--- config.mk ---
export PLATFORM = sky130hd
export DESIGN_NAME = seg7_capture
export DESIGN_NICKNAME = d
export VERILOG_FILES = /design/src/rtl/seg7_pkg.sv /design/src/rtl/seg7_lookup.sv /design/src/rtl/seg7_capture.sv
export SDC_FILE = /design/constraint.sdc
export NUM_CORES = 1
export LEC_CHECK = 0
export ABC_AREA = 0
export BUFFER_PORTS_ARGS = -buffer_cell sky130_fd_sc_hd__buf_2
export CORE_ASPECT_RATIO = 1.2
export CORE_UTILIZATION = 29
export CTS_CLUSTER_DIAMETER = 60
export DETAILED_ROUTE_END_ITERATION = 12
export GPL_TIMING_DRIVEN = 0
export PLACE_DENSITY = 0.58
export REMOVE_ABC_BUFFERS = 1
export SLEW_MARGIN = 10
export SYNTH_ARGS = -nofsm -noshare
export SYNTH_HDL_FRONTEND = slang
export SYNTH_SLANG_ARGS = --single-unit
--- constraint.sdc ---
create_clock -name clk -period 2.5 [get_ports clk]
set_input_delay 0 -clock clk [delete_from_list [all_inputs] [get_ports clk]]
set_output_delay 0 -clock clk [all_outputs]
set_load 0.02 [all_outputs]
--- src/rtl/seg7_pkg.sv ---
// Shared constants and types for the seven-segment capture path.
// Patterns are active-low, bit6..bit0 = g,f,e,d,c,b,a.
package seg7_pkg;

  localparam logic [6:0] SEG_0     = 7'b1000000;
  localparam logic [6:0] SEG_1     = 7'b1111001;
  localparam logic [6:0] SEG_2     = 7'b0100100;
  localparam logic [6:0] SEG_3     = 7'b0110000;
  localparam logic [6:0] SEG_4     = 7'b0011001;
  localparam logic [6:0] SEG_5     = 7'b0010010;
  localparam logic [6:0] SEG_6     = 7'b0000010;
  localparam logic [6:0] SEG_7     = 7'b1111000;
  localparam logic [6:0] SEG_8     = 7'b0000000;
  localparam logic [6:0] SEG_9     = 7'b0011000;
  localparam logic [6:0] SEG_BLANK = 7'b1111111;

  typedef enum logic [1:0] {
    ST_EMPTY,
    ST_TRACK,
    ST_HOLD
  } seg7_state_t;

  // Stability counter only has to reach STABLE_CYCLES-1.
  function automatic int unsigned cnt_width(input int unsigned stable_cycles);
    return (stable_cycles <= 2) ? 1 : $clog2(stable_cycles);
  endfunction

endpackage

--- src/rtl/seg7_lookup.sv ---
// Inverse seven-segment map: pattern -> {legal digit, blank, digit value}.
module seg7_lookup
  import seg7_pkg::*;
(
  input  logic [6:0] i_pat,
  output logic       o_legal,
  output logic       o_blank,
  output logic [3:0] o_digit
);

  always_comb begin
    o_legal = 1'b1;
    o_blank = 1'b0;
    o_digit = 4'd0;
    case (i_pat)
      SEG_0:     o_digit = 4'd0;
      SEG_1:     o_digit = 4'd1;
      SEG_2:     o_digit = 4'd2;
      SEG_3:     o_digit = 4'd3;
      SEG_4:     o_digit = 4'd4;
      SEG_5:     o_digit = 4'd5;
      SEG_6:     o_digit = 4'd6;
      SEG_7:     o_digit = 4'd7;
      SEG_8:     o_digit = 4'd8;
      SEG_9:     o_digit = 4'd9;
      SEG_BLANK: begin
        o_legal = 1'b0;
        o_blank = 1'b1;
      end
      default:   o_legal = 1'b0;
    endcase
  end

endmodule

--- src/rtl/seg7_capture.sv ---
// Seven-segment bus reader: registers the bus, waits for a stable pattern,
// then commits it as a digit, blank or illegal pattern with error tracking.
module seg7_capture
  import seg7_pkg::*;
#(
  parameter int unsigned STABLE_CYCLES = 4
) (
  input  logic       clk,
  input  logic       rst,
  input  logic [6:0] seg_in,
  input  logic       err_clr,
  output logic [3:0] digit,
  output logic       digit_valid,
  output logic       blank,
  output logic       locked,
  output logic       err_pulse,
  output logic       err_flag,
  output logic [3:0] err_cnt
);

  localparam int unsigned CW = cnt_width(STABLE_CYCLES);
  localparam logic [CW-1:0] CNT_MAX = CW'(STABLE_CYCLES - 1);

  logic [6:0]    r_seg_q;
  logic [6:0]    r_cand;
  logic [CW-1:0] r_cnt;
  logic [6:0]    r_committed;
  seg7_state_t   r_state;
  seg7_state_t   w_state_next;

  logic [3:0] r_digit;
  logic       r_digit_valid;
  logic       r_blank;
  logic       r_locked;
  logic       r_err_pulse;
  logic       r_err_flag;
  logic [3:0] r_err_cnt;

  logic       w_legal;
  logic       w_is_blank;
  logic [3:0] w_digit;
  logic       w_stable;
  logic       w_commit;
  logic       w_illegal_commit;
  logic [3:0] w_err_base;

  seg7_lookup u_lookup (
    .i_pat   (r_cand),
    .o_legal (w_legal),
    .o_blank (w_is_blank),
    .o_digit (w_digit)
  );

  assign w_stable = (r_cnt == CNT_MAX) && (r_seg_q == r_cand);

  always_ff @(posedge clk) begin
    if (rst) begin
      r_seg_q <= SEG_BLANK;
      r_cand  <= SEG_BLANK;
      r_cnt   <= '0;
      r_state <= ST_EMPTY;
    end else begin
      r_seg_q <= seg_in;
      if (r_seg_q != r_cand) begin
        r_cand <= r_seg_q;
        r_cnt  <= '0;
      end else if (r_cnt != CNT_MAX) begin
        r_cnt <= r_cnt + 1'b1;
      end
      r_state <= w_state_next;
    end
  end

  // A candidate equal to the committed pattern never commits, so a glitch
  // that settles back onto the held value stays silent.
  always_comb begin
    w_state_next = r_state;
    w_commit     = 1'b0;
    case (r_state)
      ST_EMPTY: begin
        if (w_stable) begin
          w_commit     = 1'b1;
          w_state_next = ST_TRACK;
        end
      end
      ST_TRACK: begin
        if (r_cand == r_committed) begin
          w_state_next = ST_HOLD;
        end else if (w_stable) begin
          w_commit     = 1'b1;
          w_state_next = ST_HOLD;
        end
      end
      ST_HOLD: begin
        if (r_cand != r_committed) w_state_next = ST_TRACK;
      end
      default: w_state_next = ST_EMPTY;
    endcase
  end

  assign w_illegal_commit = w_commit && !w_legal && !w_is_blank;
  // Clear is applied before a same-cycle illegal commit is counted.
  assign w_err_base = err_clr ? '0 : r_err_cnt;

  always_ff @(posedge clk) begin
    if (rst) begin
      r_committed   <= SEG_BLANK;
      r_digit       <= '0;
      r_digit_valid <= 1'b0;
      r_blank       <= 1'b0;
      r_locked      <= 1'b0;
      r_err_pulse   <= 1'b0;
      r_err_flag    <= 1'b0;
      r_err_cnt     <= '0;
    end else begin
      r_digit_valid <= w_commit && w_legal;
      r_err_pulse   <= w_illegal_commit;
      r_err_flag    <= (r_err_flag && !err_clr) || w_illegal_commit;
      if (w_illegal_commit) begin
        r_err_cnt <= (w_err_base == 4'hF) ? w_err_base : w_err_base + 4'd1;
      end else begin
        r_err_cnt <= w_err_base;
      end
      if (w_commit) begin
        r_committed <= r_cand;
        r_locked    <= 1'b1;
        if (w_legal) begin
          r_digit <= w_digit;
          r_blank <= 1'b0;
        end else if (w_is_blank) begin
          r_blank <= 1'b1;
        end
      end
    end
  end

  assign digit       = r_digit;
  assign digit_valid = r_digit_valid;
  assign blank       = r_blank;
  assign locked      = r_locked;
  assign err_pulse   = r_err_pulse;
  assign err_flag    = r_err_flag;
  assign err_cnt     = r_err_cnt;

endmodule

==> results.py <==
metrics = {
    "logic_synthesis": {
        "syn_inst": 196,
        "ys_seq_area_share_pct": 39.9,
        "synth_seq_cells": 38,
        "synth-main-ff-cell": "dfxtp_1",
        "syn_area_mm2": 0.00190,
        "async_reset_ff_share_pct": 0,
        "avgSynthCellArea_um2": 9.72,
        "synth-edff-count": 0,
        "yosysWarnings": 0,
        "ys_types": 55,
    },
    "run_status": {
        "status": "finished, final reports clean",
    },
    "grt": {
        "grt_max_degree": 28,
        "grt-ovfl-total": 0,
        "grt_pass1_vias": 1432,
        "antenna_found_initial": 0,
        "track_usage_pct": 11.4,
        "grt_pass1_wl_mm": 6.36,
    },
    "sta": {
        "worst_pin_slew_ps": 546,
        "maxSlewViolCount": 0,
        "fmax_ghz": 0.438,
        "hold_violations": 0,
        "period_share_pct": 91.4,
        "fin_ws_ps": 215,
        "finalCriticalPeriod_ps": 2290,
        "skew_ps": 8.97,
        "rsz0062_at_grt": "no",
        "max_slew_margin_pct": 63.4,
        "finalSetupViolations": 0,
    },
    "cts": {
        "cts_num_sinks": 38,
        "cts-root-buf": "clkbuf_8",
        "cts_max_level": 2,
        "cts_tree": "built",
        "insertion_delay_ps": 290,
        "clk_pin_slew_ps": 80,
        "cts_buffers": 5,
        "cts_max_path_buffers": 2,
    },
    "pwr": {
        "finalPower_w": 0.00135,
        "p_leak_nw": 0.849,
        "p_sw_w": 0.000291,
        "p_comb_share_pct": 6.6,
        "seqPwrFrac_pct": 47.2,
        "p_sw_share_pct": 21.6,
        "power_density_mw_per_mm2": 596,
        "clockPowerShare_pct": 46.2,
        "ir_drop_mv": 0.303,
        "cell_internal_pwr_w": 0.00106,
    },
    "detailed_routing": {
        "vias": 1433,
        "drt-wirelength-per-cell_um": 11.6,
        "drc": 0,
        "wl_mm": 3.56,
        "dr.pass1.iters": 3,
        "first_iter_violations": 36,
        "vias_per_cell": 4.68,
        "drtAntennaViolNets": 0,
    },
    "critical_path": {
        "worstPathCellList": "and3b_1 > a21oi_1 > or4_1 > o311a_2 > nor2_2 > mux2_1",
        "arrival_ps": 2460,
        "critPathKind": "register to register",
        "critPathTopFamily": "simple AND/OR/NAND/NOR gates",
        "endpoint_kind": "register",
        "slowest_delay_ps": 640,
        "cp.required_ps": 2680,
        "worst-path-buf-inv": 0,
        "cp_max_fo": 11,
        "critPathLaunchType": "register",
        "crit_path_top_delay_cell": "dfxtp_1",
    },
    "die": {
        "initial_core_util_pct": 29.9,
        "die_x_um": 76.0,
        "num_rows": 32,
        "pin_count": 23,
        "design.die.area_mm2": 0.00690,
        "core_area_mm2": 0.00637,
        "die_y_um": 90.8,
    },
    "finish": {
        "fillers": 670,
        "areaGrowthSynthToFinish_pct": 19.1,
        "drive_gt1_share_pct": 29.0,
        "seq_area_um2": 762,
        "nNetsFinal": 232,
        "multi_input_area_mm2": 0.00105,
        "antenna-diode-count": 0,
    },
    "flow_run": {
        "cap_violations": 0,
    },
    "place": {
        "post-place-ws_ps": -107,
        "gp_congestion": 0.709,
        "place_hpwl_mm": 2.38,
        "port-buffer-count": 22,
    },
    "min_path": {
        "hp-class": "primary input to register",
    },
}
## power groups by stage
| stage | registers, W | clock network [W] | logic [W] |
|---|---|---|---|
| 2_1_floorplan | 0.000645 | 0 | 0.0000569 |
| 3_3_place_gp | 0.000652 | 0 | 0.0000776 |
| 3_5_place_dp | 0.000652 | 0 | 0.0000787 |
| 4_1_cts | 0.000638 | 0.000645 | 0.0000896 |
| 5_1_grt | 0.000640 | 0.000673 | 0.0000994 |
| 6_report | 0.000638 | 0.000624 | 0.0000887 |
## cell type report
cell class / count / area share (%)
Inverter: 2 / 0.331
Sequential cell: 38 / 33.6
Clock inverter: 3 / 3.04
Timing Repair Buffer: 30 / 8.83
Tap cell: 85 / 4.69
Clock buffer: 5 / 3.04
Multi-Input combinational cell: 143 / 46.5
## final timing paths
| check | start | endpoint | slack, ps | depth (start not counted) |
|---|---|---|---|---|
| max | r_cand[3] | digit[2] | 210 | 6 |
| min | err_clr | err_flag | 50 | 3 |
| max reg2reg | r_cand[3] | digit[2] | 210 | 6 |
| min reg2reg | r_seg_q[6] | r_cand[6] | 460 | 1 |
## Yosys cell counts (3+ instances only)
master    instances  area (um^2)
buf_6             4         45.0
nor3_1            3         15.0
nand4_1           3         18.8
or2_2            14         87.6
xnor2_1           4         35.0
a21oi_1           9         45.0
dfxtp_1          38          761
mux2i_1           9         90.1
nand3_1           6         30.0
buf_4             4         30.0
nor3b_1           3         22.5
nor2_1           11         41.3
clkbuf_1          3         11.3
xor2_1           13          114
nand2_1          18         67.6
nor2b_1           4         25.0
or4_1             3         22.5
## cell families after synthesis
group / Yosys count / synth area share [%]
xor gates and xnor gates: 18 / 8.67
AOI/OAI and AO/OA: 22 / 8.87
buffers and inverters: 15 / 5.65
adders and majority gates: 2 / 1.31
muxes: 12 / 6.50
DFF: 38 / 39.9
and+or+nand+nor: 89 / 29.0
## metal layers
metal | track usage, % | vias up | share of wire, %
met1 | 12.8 | 682 | 46
met4 | 5.61 | 0 | 2.2
met5 | 0 | - | 0
li1 | - | 731 | -
met2 | 20.1 | 14 | 50
met3 | 2.83 | 6 | 1.7
## registers in the layout (all words and copies together) (netlist names)
signal,flops
err_cnt,4
blank,1
r_state,2
err_pulse,1
err_flag,1
digit_valid,1
r_committed,7
locked,1
r_seg_q,7
r_cand,7
r_cnt,2
digit,4
## metrics by stage
step	instances	cell area (um^2)	hold slack (ps)	setup TNS, ps	util [%]
5_1_grt	306	2270	56.0	0	35.6
4_1_cts	305	2250	45.9	0	35.3
3_5_place_dp	290	2020	184	-154	31.7
3_3_place_gp	290	2020	182	-102	31.7
6_report	306	2270	47.6	0	35.6
2_1_floorplan	183	1800	69.1	0	-
## placed cells by master, fill, tap and decap left out, types with 4 or more instances in the layout
| cell type | Yosys | layout |
|---|---|---|
| nor2b_1 | 4 | 4 |
| nand2_1 | 18 | 18 |
| nand3_1 | 6 | 6 |
| xor2_1 | 13 | 13 |
| a21oi_1 | 9 | 9 |
| buf_2 | 1 | 22 |
| or2_2 | 14 | 14 |
| dlygate4sd3_1 | 0 | 7 |
| clkbuf_8 | 0 | 5 |
| xnor2_1 | 4 | 4 |
| dfxtp_1 | 38 | 37 |
| nor2_1 | 11 | 11 |
| mux2i_1 | 9 | 9 |
## timing repair
action,4_1_cts,5_1_grt
endpoints found under the setup margin,7,8
hold buffers,7,0
setup buffers,0,1
resized for setup,2,1
hold endpoints to repair,7,0
## tightest hold or removal path, cell delays in order
cell      delay [ps]
buf_2            120
nand2b_1         110
a21oi_1           60
Power figures use the tool's default switching activity.
